[config.mk]
export PLATFORM = sky130hd
export DESIGN_NAME = chan_scan_select
export DESIGN_NICKNAME = d
export VERILOG_FILES = /design/src/rtl/chan_scan_pkg.sv /design/src/rtl/scan_rr_next.sv /design/src/rtl/chan_scan_select.sv
export SDC_FILE = /design/constraint.sdc
export NUM_CORES = 1
export LEC_CHECK = 0
export ABC_AREA = 1
export BUFFER_PORTS_ARGS = -buffer_cell sky130_fd_sc_hd__buf_2
export CELL_PAD_IN_SITES_DETAIL_PLACEMENT = 1
export CELL_PAD_IN_SITES_GLOBAL_PLACEMENT = 2
export CORE_MARGIN = 3
export CORE_UTILIZATION = 31
export CTS_CLUSTER_SIZE = 40
export DETAILED_ROUTE_END_ITERATION = 16
export PLACE_DENSITY = 0.93
export RECOVER_POWER = 100
export SKIP_LAST_GASP = 1
export SLEW_MARGIN = 0
export SYNTH_ARGS = -nofsm -noshare
export SYNTH_HDL_FRONTEND = slang
export SYNTH_HIERARCHICAL = 1
export SYNTH_SLANG_ARGS = --single-unit
export TNS_END_PERCENT = 10
[constraint.sdc]
create_clock -name clk -period 3.3 [get_ports clk]
set_input_delay 0.66 -clock clk [delete_from_list [all_inputs] [get_ports clk]]
set_output_delay 0.66 -clock clk [all_outputs]
set_load 0.02 [all_outputs]
[src/rtl/chan_scan_pkg.sv]
// chan_scan_pkg: shared types and the datapath op helper for chan_scan_select.
//   op_e     : channel operation (pass / invert / AND next / OR next)
//   state_e  : selector mode (manual index or round-robin scan)
//   apply_op : op evaluated on operands zero-extended to OP_MAX_W bits;
//              callers truncate back to their channel width (W <= OP_MAX_W).
package chan_scan_pkg;

    localparam int unsigned OP_MAX_W = 64;

    typedef enum logic [1:0] {
        OP_PASS = 2'd0,
        OP_INV  = 2'd1,
        OP_AND  = 2'd2,
        OP_OR   = 2'd3
    } op_e;

    typedef enum logic {
        S_MANUAL = 1'b0,
        S_SCAN   = 1'b1
    } state_e;

    function automatic logic [OP_MAX_W-1:0] apply_op(
        input op_e                 op,
        input logic [OP_MAX_W-1:0] x,
        input logic [OP_MAX_W-1:0] y
    );
        logic [OP_MAX_W-1:0] r;
        case (op)
            OP_PASS: r = x;
            OP_INV:  r = ~x;
            OP_AND:  r = x & y;
            OP_OR:   r = x | y;
            default: r = x;
        endcase
        return r;
    endfunction

endpackage

[src/rtl/scan_rr_next.sv]
// scan_rr_next: combinational circular search for the next enabled channel.
// Used only when CHAN_MASK_EN is defined.
//   cur  : starting index (search begins at cur+1 and wraps)
//   mask : channel enable bits
//   next : first enabled index after cur, circularly (cur itself if it is
//          the only enabled channel; cur unchanged when mask is zero)
//   any  : at least one channel is enabled
module scan_rr_next #(
    parameter  int unsigned NCH   = 4,
    localparam int unsigned SEL_W = $clog2(NCH)
) (
    input  logic [SEL_W-1:0] cur,
    input  logic [NCH-1:0]   mask,
    output logic [SEL_W-1:0] next,
    output logic             any
);

    logic found_c;

    // Offsets 1..NCH cover every other channel, then cur itself last.
    always_comb begin
        next    = cur;
        found_c = 1'b0;
        for (int unsigned k = 1; k <= NCH; k++) begin
            if (!found_c && mask[(32'(cur) + k) % NCH]) begin
                next    = SEL_W'((32'(cur) + k) % NCH);
                found_c = 1'b1;
            end
        end
    end

    assign any = |mask;

endmodule

[src/rtl/chan_scan_select.sv]
// chan_scan_select: N-channel registered selector with manual or round-robin
// scan selection, a per-sample op, and a valid/ready output register.
// Optional feature macro: CHAN_MASK_EN (adds chan_mask channel enables).
//   clk, rst_n       : clock, asynchronous active-low reset
//   din              : packed channels, channel i = din[i*W +: W]
//   scan_en          : 1 = scan mode, 0 = manual mode
//   sel, sample_req  : manual channel index and one-cycle sample request
//   op               : 0 PASS, 1 INV, 2 AND next, 3 OR next
//   chan_mask        : channel enables (CHAN_MASK_EN only)
//   out_data, out_ch : registered result and its source channel
//   out_valid/ready  : output handshake
//   overflow         : sticky, a sample was dropped while output stalled
//   sample_cnt       : accepted sample count, wraps
module chan_scan_select
    import chan_scan_pkg::*;
#(
    parameter  int unsigned NCH   = 4,
    parameter  int unsigned W     = 9,
    parameter  int unsigned DWELL = 16,
    localparam int unsigned SEL_W = $clog2(NCH)
) (
    input  logic               clk,
    input  logic               rst_n,
    input  logic [NCH*W-1:0]   din,
    input  logic               scan_en,
    input  logic [SEL_W-1:0]   sel,
    input  logic               sample_req,
    input  logic [1:0]         op,
`ifdef CHAN_MASK_EN
    input  logic [NCH-1:0]     chan_mask,
`endif
    output logic [W-1:0]       out_data,
    output logic [SEL_W-1:0]   out_ch,
    output logic               out_valid,
    input  logic               out_ready,
    output logic               overflow,
    output logic [15:0]        sample_cnt
);

    localparam int unsigned       CNT_W    = $clog2(DWELL + 1);
    localparam logic [CNT_W-1:0]  CNT_LAST = CNT_W'(DWELL - 1);
    localparam logic [SEL_W-1:0]  CH_LAST  = SEL_W'(NCH - 1);

    state_e           state_q, state_d;
    logic [SEL_W-1:0] ptr_q, ptr_d;
    logic [CNT_W-1:0] cnt_q, cnt_d;
    logic             valid_q, ovf_q;
    logic [W-1:0]     data_q;
    logic [SEL_W-1:0] ch_q;
    logic [15:0]      scnt_q;

    logic [NCH-1:0]   mask_c;
    logic             any_c;
    logic [SEL_W-1:0] cur_c, next_c;
    logic             sel_ok_c, evt_c, accept_c;
    logic [SEL_W-1:0] src_c, nxt_c;
    logic [W-1:0]     chan_c [NCH];
    logic [W-1:0]     res_c;

    // In manual mode the search starts from the last channel, so next_c is
    // the lowest enabled channel: the scan entry point.
    assign cur_c = (state_q == S_SCAN) ? ptr_q : CH_LAST;

`ifdef CHAN_MASK_EN
    assign mask_c = chan_mask;

    scan_rr_next #(.NCH(NCH)) u_rr_next (
        .cur  (cur_c),
        .mask (mask_c),
        .next (next_c),
        .any  (any_c)
    );
`else
    assign mask_c = '1;
    assign any_c  = 1'b1;
    assign next_c = (cur_c == CH_LAST) ? '0 : cur_c + SEL_W'(1);
`endif

    assign sel_ok_c = (32'(sel) < NCH) && mask_c[sel];
    assign accept_c = valid_q && out_ready;

    // Mode FSM, scan pointer/dwell counter and sample event generation.
    always_comb begin
        state_d = state_q;
        ptr_d   = ptr_q;
        cnt_d   = cnt_q;
        evt_c   = 1'b0;
        src_c   = ptr_q;
        case (state_q)
            S_MANUAL: begin
                src_c = sel;
                evt_c = sample_req && sel_ok_c;
                if (scan_en) begin
                    state_d = S_SCAN;
                    ptr_d   = next_c;
                    cnt_d   = '0;
                end
            end
            S_SCAN: begin
                evt_c = any_c && (cnt_q == CNT_LAST);
                if (!scan_en) begin
                    state_d = S_MANUAL;
                    cnt_d   = '0;
                end else if (!any_c) begin
                    cnt_d = '0;
                end else if (cnt_q == CNT_LAST) begin
                    cnt_d = '0;
                    ptr_d = next_c;
                end else begin
                    cnt_d = cnt_q + CNT_W'(1);
                end
            end
            default: state_d = S_MANUAL;
        endcase
    end

    // Datapath: source channel and its unmasked circular neighbour.
    always_comb begin
        for (int i = 0; i < int'(NCH); i++) begin
            chan_c[i] = din[i*W +: W];
        end
    end

    assign nxt_c = (src_c == CH_LAST) ? '0 : src_c + SEL_W'(1);
    assign res_c = W'(apply_op(op_e'(op), OP_MAX_W'(chan_c[src_c]), OP_MAX_W'(chan_c[nxt_c])));

    always_ff @(posedge clk or negedge rst_n) begin
        if (!rst_n) begin
            state_q <= S_MANUAL;
            ptr_q   <= '0;
            cnt_q   <= '0;
            valid_q <= 1'b0;
            data_q  <= '0;
            ch_q    <= '0;
            ovf_q   <= 1'b0;
            scnt_q  <= '0;
        end else begin
            state_q <= state_d;
            ptr_q   <= ptr_d;
            cnt_q   <= cnt_d;
            // A stalled output keeps its sample; the new one is lost.
            if (evt_c && (!valid_q || out_ready)) begin
                valid_q <= 1'b1;
                data_q  <= res_c;
                ch_q    <= src_c;
            end else if (evt_c) begin
                ovf_q   <= 1'b1;
            end else if (accept_c) begin
                valid_q <= 1'b0;
            end
            if (accept_c) begin
                scnt_q <= scnt_q + 16'd1;
            end
        end
    end

    assign out_data   = data_q;
    assign out_ch     = ch_q;
    assign out_valid  = valid_q;
    assign overflow   = ovf_q;
    assign sample_cnt = scnt_q;

endmodule

=== Yosys cells after proc, flatten, opt, wreduce, memory -nomap -nowiden ===
Index checks and enable logic that the tools add are counted.

* Bits in registers: 37
* Word-level logic and storage cells: 68

* Add/subtract/negate cells: 4
* Magnitude comparators: 3
* Equal/unequal tests: 10
* Muxes and demuxes: 26
* Bitwise gates (word level): 7
* Reductions and logical operators: 10

{| class="wikitable"
|+ Operators with widths
! kind !! count
|-
| 9-bit binary-select mux with 2-bit select || 2
|-
| 9-bit 2-to-1 mux || 4
|-
| 9-bit case mux with 4 select lines || 1
|-
| 16-bit by 1-bit adder with 16-bit output (second input constant) || 1
|-
| 5-bit 2-to-1 mux || 3
|-
| 2-bit 2-to-1 mux || 7
|-
| 5-bit case mux with 2 select lines || 1
|-
| 9-bit bitwise AND || 1
|-
| 9-bit NOT || 1
|-
| 9-bit OR || 1
|-
| 2-bit == test (second input constant) || 4
|-
| 3-bit greater-or-equal comparator (second input constant) || 2
|-
| 2-bit NOT with 3-bit output || 2
|-
| 5-bit by 1-bit adder with 5-bit output (second input constant) || 1
|-
| 5-bit by 4-bit == test with 1-bit output (second input constant) || 1
|-
| 1-bit 2-to-1 mux || 5
|-
| 2-bit by 1-bit adder with 2-bit output (second input constant) || 2
|-
| 2-bit by 1-bit != test with 1-bit output (second input constant) || 2
|-
| 2-bit != test (second input constant) || 2
|-
| 2-bit case mux with 2 select lines || 1
|-
| 2-bit AND reduction || 2
|-
| 1-bit logical AND || 3
|-
| 2-bit by 3-bit < comparator with 1-bit output (second input constant) || 1
|-
| 3-bit AND reduction || 1
|-
| other kinds (8) || 9
|}

=== Logic depth before layout (Yosys ltp) ===
Gate-level depths: netlist (run 1).

* Word-level depth: 9
* Mapped depth: 15

=== Worst setup path before layout (run 1) ===
No wires, ideal clock.

* Path type: in2reg
* Start: in out_ready
* End: reg scnt_q[15], in the netlist sample_cnt[15]
* Arrival time: 1,558 ps
* Data required time: 3,172 ps
* Path slack: 1,613 ps
* Stages on the path: 8
* Path through: nand2_2 -> inv_2 -> nand2_1 -> nor3_2 -> nand3_1 -> nor2_1 -> nand2_1 -> xnor2_1

* Word-level cells in the longest chain between the ends: 1

{| class="wikitable"
|+ RTL lines
! item !! line !! RTL
|-
| start, declared || chan_scan_select.sv:35 || <nowiki>input logic out_ready,</nowiki>
|-
| 1-bit logical AND || chan_scan_select.sv:80 || <nowiki>assign accept_c = valid_q && out_ready;</nowiki>
|-
| end signal, assigned || chan_scan_select.sv:152 || <nowiki>scnt_q <= scnt_q + 16'd1;</nowiki>
|-
| end, declared || chan_scan_select.sv:50 || <nowiki>logic [15:0] scnt_q;</nowiki>
|}

Every way passes these cells.
A chain may end at the register's enable or synchronous reset.

=== Final worst setup path (run 1) ===
* Start: reg cnt_q[0]
* End: reg ch_q[1], in the netlist out_ch[1]

* Word-level cells in the longest chain between the ends: 3

{| class="wikitable"
|+ RTL lines
! item !! line !! RTL
|-
| start, declared || chan_scan_select.sv:46 || <nowiki>logic [CNT_W-1:0] cnt_q, cnt_d;</nowiki>
|-
| start signal, assigned || chan_scan_select.sv:140 || <nowiki>cnt_q <= cnt_d;</nowiki>
|-
| 5-bit by 4-bit == test with 1-bit output || chan_scan_select.sv:100 || <nowiki>evt_c = any_c && (cnt_q == CNT_LAST);</nowiki>
|-
| 1-bit case mux with 2 select lines || chan_scan_select.sv:89 || <nowiki>case (state_q)</nowiki>
|-
| 1-bit logical AND || chan_scan_select.sv:142 || <nowiki>if (evt_c && (!valid_q || out_ready)) begin</nowiki>
|-
| end signal, assigned || chan_scan_select.sv:145 || <nowiki>ch_q <= src_c;</nowiki>
|-
| end, declared || chan_scan_select.sv:49 || <nowiki>logic [SEL_W-1:0] ch_q;</nowiki>
|}

Every way passes these cells.

==> results of run 1 <==
[cells in the final DEF (no fill, tap or decap), drive strengths merged, types with 7 or more instances in the layout]
cell      n
nand2   146
inv      56
nand3    50
buf      41
clkbuf   39
nor2     38
dfrtp    37
o21ai    18
xor2     10
or2       8
xnor2     7
a21boi    7
[cell usage after synthesis]
master      n  area (um2)
nor3_1      1       5.000
nand3_2     9       90.09
nand2_2    13       81.33
inv_2       3       11.26
dfrtp_1    37       925.9
a21boi_2    7       78.83
nand2_4     5       56.30
o31ai_1     1       7.510
nand4_1     1       6.260
nand3_1    41       205.2
a21o_1      1       7.510
o21ai_0    11       55.05
inv_4       1       6.260
nor3_4      1       16.27
buf_12      2       40.04
nor2_1     38       142.6
inv_1      52       195.2
o32ai_1     1       8.760
xnor2_1     7       61.31
buf_6       8       90.09
nor3_2      1       10.01
xor2_1     10       87.58
buf_4       1       7.510
or2_2       8       50.05
o21ai_2     1       8.760
buf_2       3       15.01
ha_1        2       25.02
nand2_1   126       473.0
nand2_8     2       40.04
nand3b_1    1       7.510
a21oi_1     4       20.02
o21ai_1     6       30.03
[worst max-delay path by stage]
stage,start,to,slack [ps],cells past startpoint
3_3_place_gp,sel[0],out_data[8]$_DFFE_PN0P_,1140,12
2_1_floorplan,out_ready,sample_cnt[15]$_DFFE_PN0P_,1610,8
4_1_cts,state_q$_DFF_PN0_,out_data[8]$_DFFE_PN0P_,1100,12
5_1_grt,cnt_q[0]$_DFFE_PN0P_,out_ch[1]$_DFFE_PN0P_,430,8
3_5_place_dp,sel[0],out_data[1]$_DFFE_PN0P_,1090,10
6_report,cnt_q[0]$_DFFE_PN0P_,out_ch[1]$_DFFE_PN0P_,760,8
[final cells by class]
type / instances / share of cell area
multi-input combinational: 298 / 0.4715
sequential: 37 / 0.2853
timing repair buffer: 73 / 0.1002
inverter: 56 / 0.06554
tap: 108 / 0.04163
clock buffer: 7 / 0.02660
clock inverter: 1 / 0.009252
[cells by family (layout without fill, tap and decap cells)]
kind of cell,count (synthesis),after routing,synth area share
AOI/OAI and AO/OA,32,32,0.07555
buffers and inverters,70,137,0.1275
xor gates and xnor gates,17,17,0.05196
adders and majority gates,2,2,0.008732
DFF,37,37,0.3231
and+or+nand+nor,247,247,0.4131
[power groups by stage]
| stage | clock network, mW | registers [mW] | logic (mW) |
|---|---|---|---|
| floorplan | 0 | 0.661 | 0.344 |
| global placement | 0 | 0.597 | 0.565 |
| detailed placement | 0 | 0.596 | 0.589 |
| CTS | 0.420 | 0.591 | 0.597 |
| global route | 0.440 | 0.601 | 0.617 |
| finish | 0.409 | 0.590 | 0.548 |
[state kept, by name, indices dropped and copies added (netlist names)]
name / cells
cnt_q: 5
overflow: 1
sample_cnt: 16
out_valid: 1
ptr_q: 2
out_ch: 2
out_data: 9
state_q: 1
[critical path: stages, from the launching register on]
cell and delay (ps):
dfrtp_1 380, ha_1 190, nand3_1 100, o21ai_0 390, inv_2 80, nor3_2 700, inv_1 310, nand2_1 150
o21ai_0 110
[stage by stage]
step	utilization	power, mW	std cells
floorplan	-	1.006	405
global placement	0.3631	1.162	572
detailed placement	0.3631	1.185	572
CTS	0.3763	1.608	580
global route	0.3668	1.659	580
finish	0.3668	1.547	580
[per-layer routing]
| metal | global-route usage | vias up | part of all wire |
|---|---|---|---|
| met2 | 0.2909 | 37 | 0.52 |
| met3 | 0.02730 | 4 | 0.035 |
| li1 | - | 1376 | - |
| met1 | 0.1987 | 1325 | 0.44 |
| met5 | 0 | - | 0 |
| met4 | 0.02624 | 0 | 0.0047 |
==> key figures, run 1 <==
Placement
  • Post-DP Area: around 3200 um2
  • PortBufs: 73
  • DP HPWL: 6141 um
  • Setup slack at placement: about 1100 ps
  • Placer Congestion: about 0.81

Die
  • Rows: 34
  • Die width: 102.1 um
  • Initial core utilization: 0.3238
  • Die H: 102.1 um
  • Io pins: 74
  • Core Area: between 8000 and 9000 um2
  • Die ar.: roughly 10000 um2

Timing
  • Period utilization: 0.7712
  • Final setup vio count: 0
  • WHS: between 400 and 500 ps
  • Max Freq: a little under 400 MHz
  • Total negative slack: 0 ps
  • RSZ-0062 raised after global routing: no
  • Max Slew Vio Count: 38
  • Fin. Hold Viols: 0
  • Final worst path period need: ~2500 ps
  • Max transition margin: -0.3366
  • Clock skew: roughly 5.2 ps
  • Measured slew at the worst slew-check pin: between 2000 and 2500 ps
  • Final Worst Setup Slack: between 700 and 800 ps

Power
  • Switch Pwr: roughly 600 uW
  • Clock share of power: 0.264
  • Leakage: between 1.5 and 2 nW
  • Int Pwr: roughly 950 uW
  • Sw Share: 0.3865
  • Comb power frac: 0.354
  • VDD IR-drop max: between 0.15 and 0.2 mV
  • Register share of total power: 0.381
  • P per Cell Area: 476.5 nW/um2

Min path
  • Worst Hold Depth: 1
  • Hold WC Path Type: flip-flop to flip-flop
  • HP Start: overflow$_DFFE_PN0P_
  • Hold Path Sink: overflow$_DFFE_PN0P_

Logic synthesis
  • Post-synth cell types: 32
  • Ys Warns: 6
  • Syn Area/Cell: ~7 um2
  • Total nets after synthesis: between 400 and 500
  • Gate count after technology mapping: between 400 and 500
  • Mapped cell area: roughly 2900 um2
  • Register area share after synthesis: 0.3231
  • Flops & latches, synth: 37

Setup path
  • CP Capture Type: flip-flop
  • Cells on worst reg2reg path: 8
  • Max FO, Critical Path: 17
  • FF-to-FF setup slack: 760 ps
  • CP Data Required Time: 3450 ps
  • Critical path class: flip-flop to flip-flop
  • Worst R2R End: out_ch[1]$_DFFE_PN0P_
  • Startpoint types: flip-flop
  • Worst Path Arrival: between 2000 and 3000 ps
  • Reg-to-reg startpoint: cnt_q[0]$_DFFE_PN0P_

Final layout
  • Register area: between 900 and 1000 um2
  • Final #Nets: between 500 and 600
  • Area of the multi-input gates: about 1500 um2
  • Fin area: approximately 3200 um2
  • Fillers: ~1.2k
  • Share of cells above drive strength 1: 0.1864
  • Area Growth Syn to Fin: 13.28%
  • ANT cells: 0

CTS
  • Number of H-tree levels: 2
  • CTS tree: done
  • CTS clk-pin slew, worst paths: 70 ps
  • Post-CTS Setup Repair Bufs: 0
  • Clock root cell: clkbuf_8
  • Clk Latency, worst-skew pair: between 200 and 300 ps
  • Clock sink count: 37
  • Num CTS Buffers: 5
  • Post-CTS sizing: 0
  • Hold-fix buffers, CTS: 0
  • Clock Tree Buf Depth: 2

Global routing
  • Initial antenna violation count: 0
  • Global-route wire length before repair: ~13000 um
  • Vias in the first global route: approximately 2.9k
  • Total GRT Usage: 0.1591
  • Largest net degree at the start of global routing: 38
  • Overflow after GRT: 0

Outcome
  • Failing checks: max-capacitance violations, max-slew violations
  • Status: complete, but fails checks

Drt
  • Via count: 2742
  • Via density: between 4 and 5
  • Antenna viol nets, final: 0
  • DRT iter0 DRCs: 50
  • Pre-antenna DRT Iters: 4
  • Final WL: around 8100 um
  • DRC: 0
  • Routed length per instance: ~14 um

Flow run
  • Number of max-cap violations: 1
No activity file was read; power rests on OpenSTA's default activity.
==> run 2, diff against run 1 <==
--- a/config.mk
+++ b/config.mk
@@ -10,10 +10,10 @@
 export CELL_PAD_IN_SITES_DETAIL_PLACEMENT = 1
 export CELL_PAD_IN_SITES_GLOBAL_PLACEMENT = 2
 export CORE_MARGIN = 3
-export CORE_UTILIZATION = 31
+export CORE_UTILIZATION = 26
 export CTS_CLUSTER_SIZE = 40
 export DETAILED_ROUTE_END_ITERATION = 16
-export PLACE_DENSITY = 0.93
+export PLACE_DENSITY = 0.84
 export RECOVER_POWER = 100
 export SKIP_LAST_GASP = 1
 export SLEW_MARGIN = 0
==> constraint.sdc (replaced) <==
create_clock -name clk -period 2.3 [get_ports clk]
set_input_delay 0.46 -clock clk [delete_from_list [all_inputs] [get_ports clk]]
set_output_delay 0.46 -clock clk [all_outputs]
set_load 0.02 [all_outputs]
==> key figures, run 2 (synthesis gave the netlist of run 1 again) <==
Setup path
  • CP Buf/Inv Count: 3 (+1)
  • Worst Path Arrival: 2140 ps (-560 ps)
  • Slowest CP cell: dfrtp_1
  • Max FO, Critical Path: 26 (+9)
  • CP Capture Type: flip-flop
  • CP Depth: 11 (+3)
  • Crit path cell chain: inv_4, nand2_1, nand2_2, buf_4, nand2_1, nand3_1, nand2_1, nand3_1, nand2_1, inv_1, a21boi_0
  • Cells on worst reg2reg path: 11 (+3)
  • Most used cell, CP: nand2_1
  • Startpoint types: flip-flop
  • Critical path class: flip-flop to flip-flop
  • CP top delay family: simple AND/OR/NAND/NOR gates
  • CP Data Required Time: 2460 ps (-990 ps)
  • Worst path max stage delay: 500 ps (-200 ps)

Drt
  • Top routing layer in use: met4
  • WL met2: 4274 um (+1.4%)
  • Via count: 2727 (-0.55%)
  • Wire length on met3: 183 um (-35%)
  • DRT iter0 DRCs: 79 (+58%)
  • Via density: 4.478 (-5.3%)
  • Final WL: 8047 um (-0.73%)
  • Met1 WL: 3529 um (-1.1%)
  • DRC: 0 (unchanged)
  • Routed length per instance: 13.21 um (-5.5%)
  • Pre-antenna DRT Iters: 4 (unchanged)
  • Antenna viol nets, final: 0 (unchanged)

Global routing
  • Vias in the first global route: 2955 (+2.1%)
  • Largest net degree at the start of global routing: 38 (unchanged)
  • Global-route wire length before repair: 14190 um (+6.5%)
  • Initial antenna violation count: 0 (unchanged)
  • Overflow after GRT: 0 (unchanged)
  • Total GRT Usage: 0.1369 (-0.02224)

Final layout
  • ANT cells: 0 (unchanged)
  • Area of the multi-input gates: 1556 um2 (+1.7%)
  • End-of-flow core utilization: 0.3135 (-0.05331)
  • Area Growth Syn to Fin: 14.98%
  • Share of cells above drive strength 1: 0.2008 (+0.01440)
  • Final #Nets: 520 (+0.39%)
  • Max reg flops: 16 (unchanged)
  • Register area: 925.9 um2 (unchanged)
  • Most common cell after layout, fill and taps aside: nand2_1
  • Most frequent cells in the layout: nand2_1 (128), inv_1 (54), buf_2 (42)
  • Fillers: 1357 (+15%)

CTS
  • Clock root cell: clkbuf_8
  • Num CTS Buffers: 5 (unchanged)
  • Clock Tree Buf Depth: 2 (unchanged)
  • Hold-fix buffers, CTS: 0 (unchanged)
  • Number of H-tree levels: 2 (unchanged)
  • Clock sink count: 37 (unchanged)
  • Clk Latency, worst-skew pair: 280 ps (about the same)
  • CTS tree: done
  • Post-CTS Setup Repair Bufs: 0 (unchanged)
  • CTS clk-pin slew, worst paths: 70 ps (about the same)
  • Post-CTS sizing: 0 (unchanged)

Timing
  • WHS: 316.7 ps (-153.5 ps)
  • Max Freq: 505.9 MHz (+29%)
  • RSZ-0062 raised after global routing: no
  • Fin. Hold Viols: 0 (unchanged)
  • Final worst path period need: 1977 ps (-568.2 ps)
  • Period utilization: 0.8594 (+0.08824)
  • Measured slew at the worst slew-check pin: 959.7 ps (-1045 ps)
  • Clock skew: 4.033 ps (-1.190 ps)
  • Total negative slack: 0 ps (unchanged)
  • Max transition margin: 0.3602 (+0.6968)
  • Final setup vio count: 0 (unchanged)
  • Max Slew Vio Count: 0 (-100%)

Power
  • Comb power frac: 0.379 (+0.025)
  • Int Pwr: 1.257 mW (+32%)
  • Sw Share: 0.3983 (+0.01188)
  • Clock share of power: 0.216 (-0.048)
  • Register share of total power: 0.405 (+0.024)
  • VDD IR-drop max: 0.2822 mV (+51%)
  • Switch Pwr: 832.3 uW (+39%)
  • Leakage: 1.788 nW (+0.48%)
  • P per Cell Area: 634.2 nW/um2 (+33%)

Flow run
  • Number of max-cap violations: 0 (-1)

Die
  • Core Area: 10510 um2 (+19%)
  • Die ar.: 12320 um2 (+18%)
  • Die width: 111.0 um (+8.6%)
  • Initial core utilization: 0.2727 (-0.05116)
  • Die H: 111.0 um (+8.6%)
  • Rows: 37 (+8.8%)
  • Io pins: 74 (unchanged)

Outcome
  • Status: finished, final reports clean

Placement
  • DP HPWL: 6395 um (+4.1%)
  • PortBufs: 73 (unchanged)
  • Placer Congestion: 0.7925 (-2.6%)

Min path
  • Hold WC Path Type: primary input to async pin
run 2: final cells by class:
| cell class | count | area share |
|---|---|---|
| Clock buffer | 7 | 0.02621 |
| Inverter | 56 | 0.06457 |
| Multi-Input combinational cell | 298 | 0.4725 |
| Sequential cell | 37 | 0.2810 |
| Tap cell | 136 | 0.05165 |
| Timing Repair Buffer | 75 | 0.1041 |
run 2: final timing paths:
path                                       from                        end  slack, ps
max reg2reg                   state_q$_DFF_PN0_    out_data[2]$_DFFE_PN0P_        320
max in group asynchronous                 rst_n      out_ch[0]$_DFFE_PN0P_       1390
max                           state_q$_DFF_PN0_    out_data[2]$_DFFE_PN0P_        320
min in group clk                        scan_en          state_q$_DFF_PN0_        390
min reg2reg                overflow$_DFFE_PN0P_       overflow$_DFFE_PN0P_        470
min                                       rst_n  sample_cnt[6]$_DFFE_PN0P_        320
run 2: stage by stage:
| stage | cell area (um2) | worst slack [ps] | cells | total power, mW |
|---|---|---|---|---|
| 5_1_grt | 3294 | 68.46 | 609 | 2.278 |
| 3_5_place_dp | 3263 | 312.8 | 602 | 1.709 |
| 6_report | 3294 | 323.4 | 609 | 2.089 |
| 4_1_cts | 3349 | 307.3 | 609 | 2.175 |
| 3_3_place_gp | 3263 | 385.4 | 602 | 1.683 |
| 2_1_floorplan | 2865 | 661.3 | 405 | 1.443 |
run 2: routing by layer:
metal | up-vias | track usage
li1 | 1379 | -
met1 | 1309 | 0.1670
met2 | 34 | 0.2549
met3 | 5 | 0.01910
met4 | 0 | 0.02791
met5 | - | 0
run 2: power groups by stage:
stage / Sequential, mW / Clock (mW) / Combinational (mW)
after floorplan: 0.949 / 0 / 0.494
after global placement: 0.862 / 0 / 0.821
after detailed placement: 0.859 / 0 / 0.851
after CTS: 0.848 / 0.473 / 0.853
after global routing: 0.868 / 0.503 / 0.908
final: 0.847 / 0.451 / 0.792
